<file path="config.mk">
export PLATFORM = sky130hd
export DESIGN_NAME = mash_accumulator
export DESIGN_NICKNAME = d
export VERILOG_FILES = /design/src/rtl/mash_accumulator.sv
export SDC_FILE = /design/constraint.sdc
export NUM_CORES = 1
export LEC_CHECK = 0
export ABC_AREA = 1
export ABC_CLOCK_PERIOD_IN_PS = 8500
export BUFFER_PORTS_ARGS = -buffer_cell sky130_fd_sc_hd__buf_2
export CAP_MARGIN = 20
export CORE_MARGIN = 5
export CORE_UTILIZATION = 40
export CTS_BUF_LIST = sky130_fd_sc_hd__clkbuf_8
export DETAILED_ROUTE_END_ITERATION = 10
export MAX_ROUTING_LAYER = met4
export PLACE_DENSITY = 0.66
export SLEW_MARGIN = 10
export SYNTH_ARGS = -nofsm -noshare
export SYNTH_HDL_FRONTEND = slang
export SYNTH_SLANG_ARGS = --single-unit
export TNS_END_PERCENT = 10
</file>
<file path="constraint.sdc">
create_clock -name clk -period 8.5 [get_ports clk]
set_clock_uncertainty 0.2 [all_clocks]
set_input_delay 0.425 -clock clk [delete_from_list [all_inputs] [get_ports clk]]
set_output_delay 0.425 -clock clk [all_outputs]
set_load 0.02 [all_outputs]
</file>
<file path="src/rtl/mash_accumulator.sv">
// Three-stage cascaded accumulator core for a MASH 1-1-1 fractional-N modulator.
// Double-buffered fraction input, optional LFSR LSB dither, aligned registered carries.
module mash_accumulator #(
    parameter int unsigned WIDTH     = 16,
    parameter bit          DITHER_EN = 1'b1
) (
    input  logic             clk,
    input  logic             rst,
    input  logic             en,
    input  logic             sync_clr,
    input  logic [WIDTH-1:0] frac_in,
    input  logic             frac_valid,
    output logic             frac_ready,
    input  logic             dither_on,
    output logic             c1,
    output logic             c2,
    output logic             c3
);

    localparam int unsigned LFSR_W    = 15;
    localparam logic [LFSR_W-1:0] LFSR_SEED = LFSR_W'(1);

    logic [WIDTH-1:0] acc1_q, acc1_d;
    logic [WIDTH-1:0] acc2_q, acc2_d;
    logic [WIDTH-1:0] acc3_q, acc3_d;
    logic             c1_q, c1_d;
    logic             c2_q, c2_d;
    logic             c3_q, c3_d;
    logic [WIDTH-1:0] f_act_q, f_act_d;
    logic [WIDTH-1:0] f_pend_q, f_pend_d;
    logic             pend_full_q, pend_full_d;
    logic             dither;
    logic [WIDTH:0]   sum1, sum2, sum3;

    // LSB dither source: x^15+x^14+1 Fibonacci LFSR, advancing on every enabled step
    if (DITHER_EN) begin : g_lfsr
        logic [LFSR_W-1:0] lfsr_q, lfsr_d;

        always_comb begin
            lfsr_d = lfsr_q;
            if (en) begin
                lfsr_d = {lfsr_q[LFSR_W-2:0], lfsr_q[14] ^ lfsr_q[13]};
            end
        end

        always_ff @(posedge clk or posedge rst) begin
            if (rst) begin
                lfsr_q <= LFSR_SEED;
            end else begin
                lfsr_q <= lfsr_d;
            end
        end

        assign dither = dither_on & lfsr_q[0];
    end else begin : g_no_lfsr
        assign dither = 1'b0;
    end

    // Stage 2 and 3 see the freshly computed value of the stage before them
    always_comb begin
        sum1 = {1'b0, acc1_q} + {1'b0, f_act_q} + (WIDTH+1)'(dither);
        sum2 = {1'b0, acc2_q} + {1'b0, sum1[WIDTH-1:0]};
        sum3 = {1'b0, acc3_q} + {1'b0, sum2[WIDTH-1:0]};
    end

    always_comb begin
        acc1_d      = acc1_q;
        acc2_d      = acc2_q;
        acc3_d      = acc3_q;
        c1_d        = c1_q;
        c2_d        = c2_q;
        c3_d        = c3_q;
        f_act_d     = f_act_q;
        f_pend_d    = f_pend_q;
        pend_full_d = pend_full_q;

        if (sync_clr) begin
            acc1_d = '0;
            acc2_d = '0;
            acc3_d = '0;
            c1_d   = 1'b0;
            c2_d   = 1'b0;
            c3_d   = 1'b0;
        end else if (en) begin
            acc1_d = sum1[WIDTH-1:0];
            acc2_d = sum2[WIDTH-1:0];
            acc3_d = sum3[WIDTH-1:0];
            c1_d   = sum1[WIDTH];
            c2_d   = sum2[WIDTH];
            c3_d   = sum3[WIDTH];
        end

        // A full buffer refuses new words, so transfer and capture never coincide
        if (en && pend_full_q) begin
            f_act_d     = f_pend_q;
            pend_full_d = 1'b0;
        end else if (frac_valid && !pend_full_q) begin
            f_pend_d    = frac_in;
            pend_full_d = 1'b1;
        end
    end

    always_ff @(posedge clk or posedge rst) begin
        if (rst) begin
            acc1_q      <= '0;
            acc2_q      <= '0;
            acc3_q      <= '0;
            c1_q        <= 1'b0;
            c2_q        <= 1'b0;
            c3_q        <= 1'b0;
            f_act_q     <= '0;
            f_pend_q    <= '0;
            pend_full_q <= 1'b0;
        end else begin
            acc1_q      <= acc1_d;
            acc2_q      <= acc2_d;
            acc3_q      <= acc3_d;
            c1_q        <= c1_d;
            c2_q        <= c2_d;
            c3_q        <= c3_d;
            f_act_q     <= f_act_d;
            f_pend_q    <= f_pend_d;
            pend_full_q <= pend_full_d;
        end
    end

    assign frac_ready = !pend_full_q;
    assign c1         = c1_q;
    assign c2         = c2_q;
    assign c3         = c3_q;

endmodule

</file>
**Word level (Yosys, flattened, before mapping)**

Index checks and enable logic that the tools add are counted.

- Add/sub/neg operators: 4
- Muxes and demuxes: 14
- Bitwise gates (word level): 3
- Reduce and logical (&&, ||, !) cells: 6

Operators by type and width:

| operator | number |
|---|---|
| two-way mux 16 bit | 6 |
| adder 16 x 16 -> 17 bit | 3 |
| adder 17 x 1 -> 17 bit | 1 |
| two-way mux 1 bit | 8 |
| nonzero test 2 bit | 2 |
| logical AND 1 bit | 2 |
| AND reduction 2 bit | 1 |
| bitwise AND 1 bit | 1 |
| logical NOT 1 bit | 1 |
| inverter 1 bit | 1 |
| bitwise XOR 1 bit | 1 |

- Bits in registers: 99

**Logic depth before layout (Yosys ltp)**

- Depth after elaboration: 6
- Gate-level depth with buffers: 30
- Depth with buffers taken out: 30

**Worst setup path after synthesis**

No wires, ideal clock.

- Path type: reg-to-reg
- From: register g_lfsr.lfsr_q[0]
- To: register acc3_q[14]
- Setup time: 117 ps
- Data arrival time: 3,864 ps
- Required time: 8,183 ps
- Path slack: 4,319 ps
- Stages on the path, launching flop included: 28
- Path buffers: 0
- Period minus slack after synthesis: 4,181 ps
- Cell sequence: dfstp_2 > nand2_1 > fa_1 > fa_1 > inv_1 > nand3_1 > nand2_1 > nand3_1 > nand3_1 > nand2_1 > and2_1 > ha_1 > nand2_1 > inv_1 > nand2_1 > nand2_1 > a21oi_1 > nand3_1 > and2_1 > ha_1 > nand2_1 > inv_1 > nand2_1 > nand2_1 > a21oi_1 > nand3_1 > nand3_1 > nand2_1

- Word-level cells in the longest chain between the ends: 6

RTL lines:

| element | RTL line | text |
|---|---|---|
| from (decl) | 37 | `logic [LFSR_W-1:0] lfsr_q, lfsr_d;` |
| from (signal assigned) | 50 | `lfsr_q <= lfsr_d;` |
| bitwise AND 1 bit | 54 | `assign dither = dither_on & lfsr_q[0];` |
| adder 17 x 1 -> 17 bit | 61 | `sum1 = {1'b0, acc1_q} + {1'b0, f_act_q} + (WIDTH+1)'(dither);` |
| adder 16 x 16 -> 17 bit | 62 | `sum2 = {1'b0, acc2_q} + {1'b0, sum1[WIDTH-1:0]};` |
| adder 16 x 16 -> 17 bit | 63 | `sum3 = {1'b0, acc3_q} + {1'b0, sum2[WIDTH-1:0]};` |
| two-way mux 16 bit | 84 | `end else if (en) begin` |
| two-way mux 16 bit | 77 | `if (sync_clr) begin` |
| to (signal assigned) | 107 | `acc3_q <= '0;` |
| to (signal assigned) | 117 | `acc3_q <= acc3_d;` |
| to (decl) | 25 | `logic [WIDTH-1:0] acc3_q, acc3_d;` |

No other way between the ends. The select of a mux whose other input is x is not followed.
A chain may end at the register's enable or synchronous reset.

**Final worst setup path**

- From: register g_lfsr.lfsr_q[0]
- To: register acc3_q[13]

Same word-level chain as after synthesis.

==> flow_summary_export.csv <==
group,metric,value,unit
run_status,outcome,"complete, no violations",
drt,viasPerCell,4.62,
sta,period_needed,4850,ps
worst_setup_path,critPathCaptureType,"flip-flop",
global_routing,antenna_found_initial,0,
drt,first_pass_iters,4,
worst_setup_path,worstSetupStartpointType,"flip-flop",
worst_setup_path,arrival,4920,ps
logic_synthesis,ys_warn_count,0,
worst_setup_path,cp.required,8570,ps
placement,dp.cells,1180,
cts,clockRootBuffer,"clkbuf_8",
logic_synthesis,ys_seq_elements,99,
die,die_height,139,µm
die,die_area,19300,µm²
logic_synthesis,syn_inst,952,
drt,vias,5540,
die,std_cell_rows,47,
global_routing,top_usage_layer,"met2",
cts,postCtsSetupBuffers,0,
cts,cts.sinks,99,
logic_synthesis,postSynthAreaPerCell,6.98,µm²
layout,nNetsFinal,1048,
layout,mostFrequentLayoutCell,"nand2_1",
placement,gp_congestion,0.879,
logic_synthesis,synth-async-reset-ratio,100,%
layout,fin_cells,1198,
logic_synthesis,ys_types,37,
sta,worst_hold_slack,74.8,ps
drt,drt_iter0_drc,246,
worst_setup_path,critical_path_class,"flip-flop to flip-flop",
sta,timing.fmax,206,MHz
worst_setup_path,crit_fanout,5,
drt,drt_wl_total,14100,µm
layout,area_growth,8.36,%
global_routing,grt_use_met1,20.8,%
global_routing,gr-usage-met2,24.2,%
sta,maxSlewViolCount,0,
logic_synthesis,syn_nets,1027,
logic_synthesis,synth_ff_type,"dfrtp_1",
logic_synthesis,ys_top_cells_by_area,"dfrtp_1, nand2_1, ha_1",
logic_synthesis,synth-edff-count,0,
sta,rsz0062_at_grt,"false",
die,ios,26,
global_routing,grt_max_degree,55,
logic_synthesis,netlist.area_leader.share,36.9,%
cts,htreeDepth,3,
sta,slew_headroom,42.0,%
logic_synthesis,ys_seq_area_share,37.3,%
global_routing,grt_pass1_wl,24500,µm
sta,post-route-period-util,57.0,%
placement,dp_hpwl,10500,µm
sta,setup_viol,0,
cts,cts_tree,"built",
placement,numPortBuffers,25,
logic_synthesis,synth_top_cell_by_area,"dfrtp_1",
cts,clockBufferDepth,2,
global_routing,first_global_vias,5290,
flow_run,drv_cap,0,
die,initial_utilization,40.3,%
layout,num_antenna_cells,0,
drt,wl_per_cell,11.8,µm
cts,clk_pin_slew,120,ps
die,core,16500,µm²
die,die_width,139,µm
global_routing,met3_usage,2.90,%
global_routing,grtUsageTotal,15.5,%
cts,clock_latency,390,ps
logic_synthesis,syn-cell-area,6640,µm²
drt,drc,0,
sta,setup-tns-final,0,ps
sta,hold_viol,0,
global_routing,overflow,0,
layout,drive_above_1_share,6.54,%
sta,worstMarginPinSlew,868,ps
hold_path,hold_path_class,"input pin to flip-flop",
cts,numCtsBuffers,9,
layout,most-common-layout-cells,"nand2_1, inv_1, dfrtp_1",
drt,drtAntennaViolNets,0,
==> synth_stat cells, drive strengths merged (2+ instances only) <==
| cell type | number |
|---|---|
| buf | 13 |
| inv | 153 |
| nand3b | 6 |
| nand3 | 55 |
| nand4 | 3 |
| clkbuf | 6 |
| or2 | 2 |
| ha | 49 |
| dfrtp | 98 |
| and2 | 15 |
| mux2 | 4 |
| a21oi | 44 |
| nor3 | 12 |
| fa | 4 |
| o21ai | 27 |
| o21bai | 2 |
| xnor2 | 9 |
| a22o | 4 |
| nand2 | 382 |
| nor2 | 50 |
| xor2 | 6 |
| o22ai | 4 |
==> metrics by stage <==
| stage | worst slack [ps] | instance area (µm²) | utilization (%) |
|---|---|---|---|
| finish | 3650 | 7200 | 43.7 |
| global route | 3190 | 7200 | 43.7 |
| CTS | 3670 | 7180 | 43.6 |
| detailed placement | 3730 | 6970 | 42.4 |
| global placement | 3730 | 6970 | 42.4 |
| floorplan | 4320 | 6640 | - |
==> path summary, 6_finish.rpt <==
kind	from	endpoint	slack, ps	cells past startpoint
min in group asynchronous	rst	g_lfsr.lfsr_q[2]	460	3
max in group asynchronous	rst	acc3_q[14]	6560	4
min reg2reg	g_lfsr.lfsr_q[1]	g_lfsr.lfsr_q[2]	280	2
min	frac_in[0]	f_pend_q[0]	70	2
max reg2reg	g_lfsr.lfsr_q[0]	acc3_q[13]	3650	26
max	g_lfsr.lfsr_q[0]	acc3_q[13]	3650	26
==> layout make-up <==
| cell class | instances | area (µm²) |
|---|---|---|
| Clock buffer | 9 | 124 |
| Clock inverter | 7 | 70.1 |
| Multi-Input combinational cell | 681 | 3500 |
| Fill cell | 1710 | 9270 |
| Tap cell | 220 | 275 |
| Sequential cell | 99 | 2480 |
| Inverter | 153 | 577 |
| Timing Repair Buffer | 29 | 170 |
==> state kept, by name, summed over array words and instances, names as in the netlist <==
signal         flops
c2                 1
pend_full_q        1
f_act_q           16
g_lfsr.lfsr_q     15
acc1_q            16
acc3_q            16
f_pend_q          16
acc2_q            16
c1                 1
c3                 1
==> routing by layer <==
| layer | share of wire, % | wire length [µm] |
|---|---|---|
| met5 | 0 | 0 |
| met4 | 1.5 | 218 |
| met3 | 3.1 | 443 |
| met2 | 45 | 6340 |
| met1 | 50 | 7080 |
==> critical path, cell delays in order, from the launching register on <==
cell     delay (ps)
dfstp_2         570
nand2_1         100
fa_1            420
fa_1            410
inv_1            90
nand2_1          70
nand3_1         150
nand2_1          90
nand2_1          60
nand2_1          50
and2_1          140
ha_1            360
nand2_1         140
nor2_1          180
nand3_1         140
nand3_1         140
nand2_1          80
and2_1          190
ha_1            340
nand2_1         170
inv_1            50
nand2_1          60
nand2_1          50
a21oi_1         210
nand3_1         100
nand3_1         100
nand2_1          50
==> what timing repair did <==
item                      CTS  global route
hold endpoints to repair   52             0
hold buffers                1             0
gates resized for setup     0             0
==> cells by family (layout without fill, tap and decap cells) <==
group,count (synthesis),after routing,share of synthesized area [%]
xor+xnor,15,15,2.09
flops,99,99,37.3
compound gates,83,83,6.74
simple gates,526,526,32.7
fa+ha+maj,53,53,10.4
mux,4,4,0.678
buf+inv,172,198,10.1
Power is not shown: default switching activity piles up to over one toggle a cycle in this logic, so the estimate is an artifact.
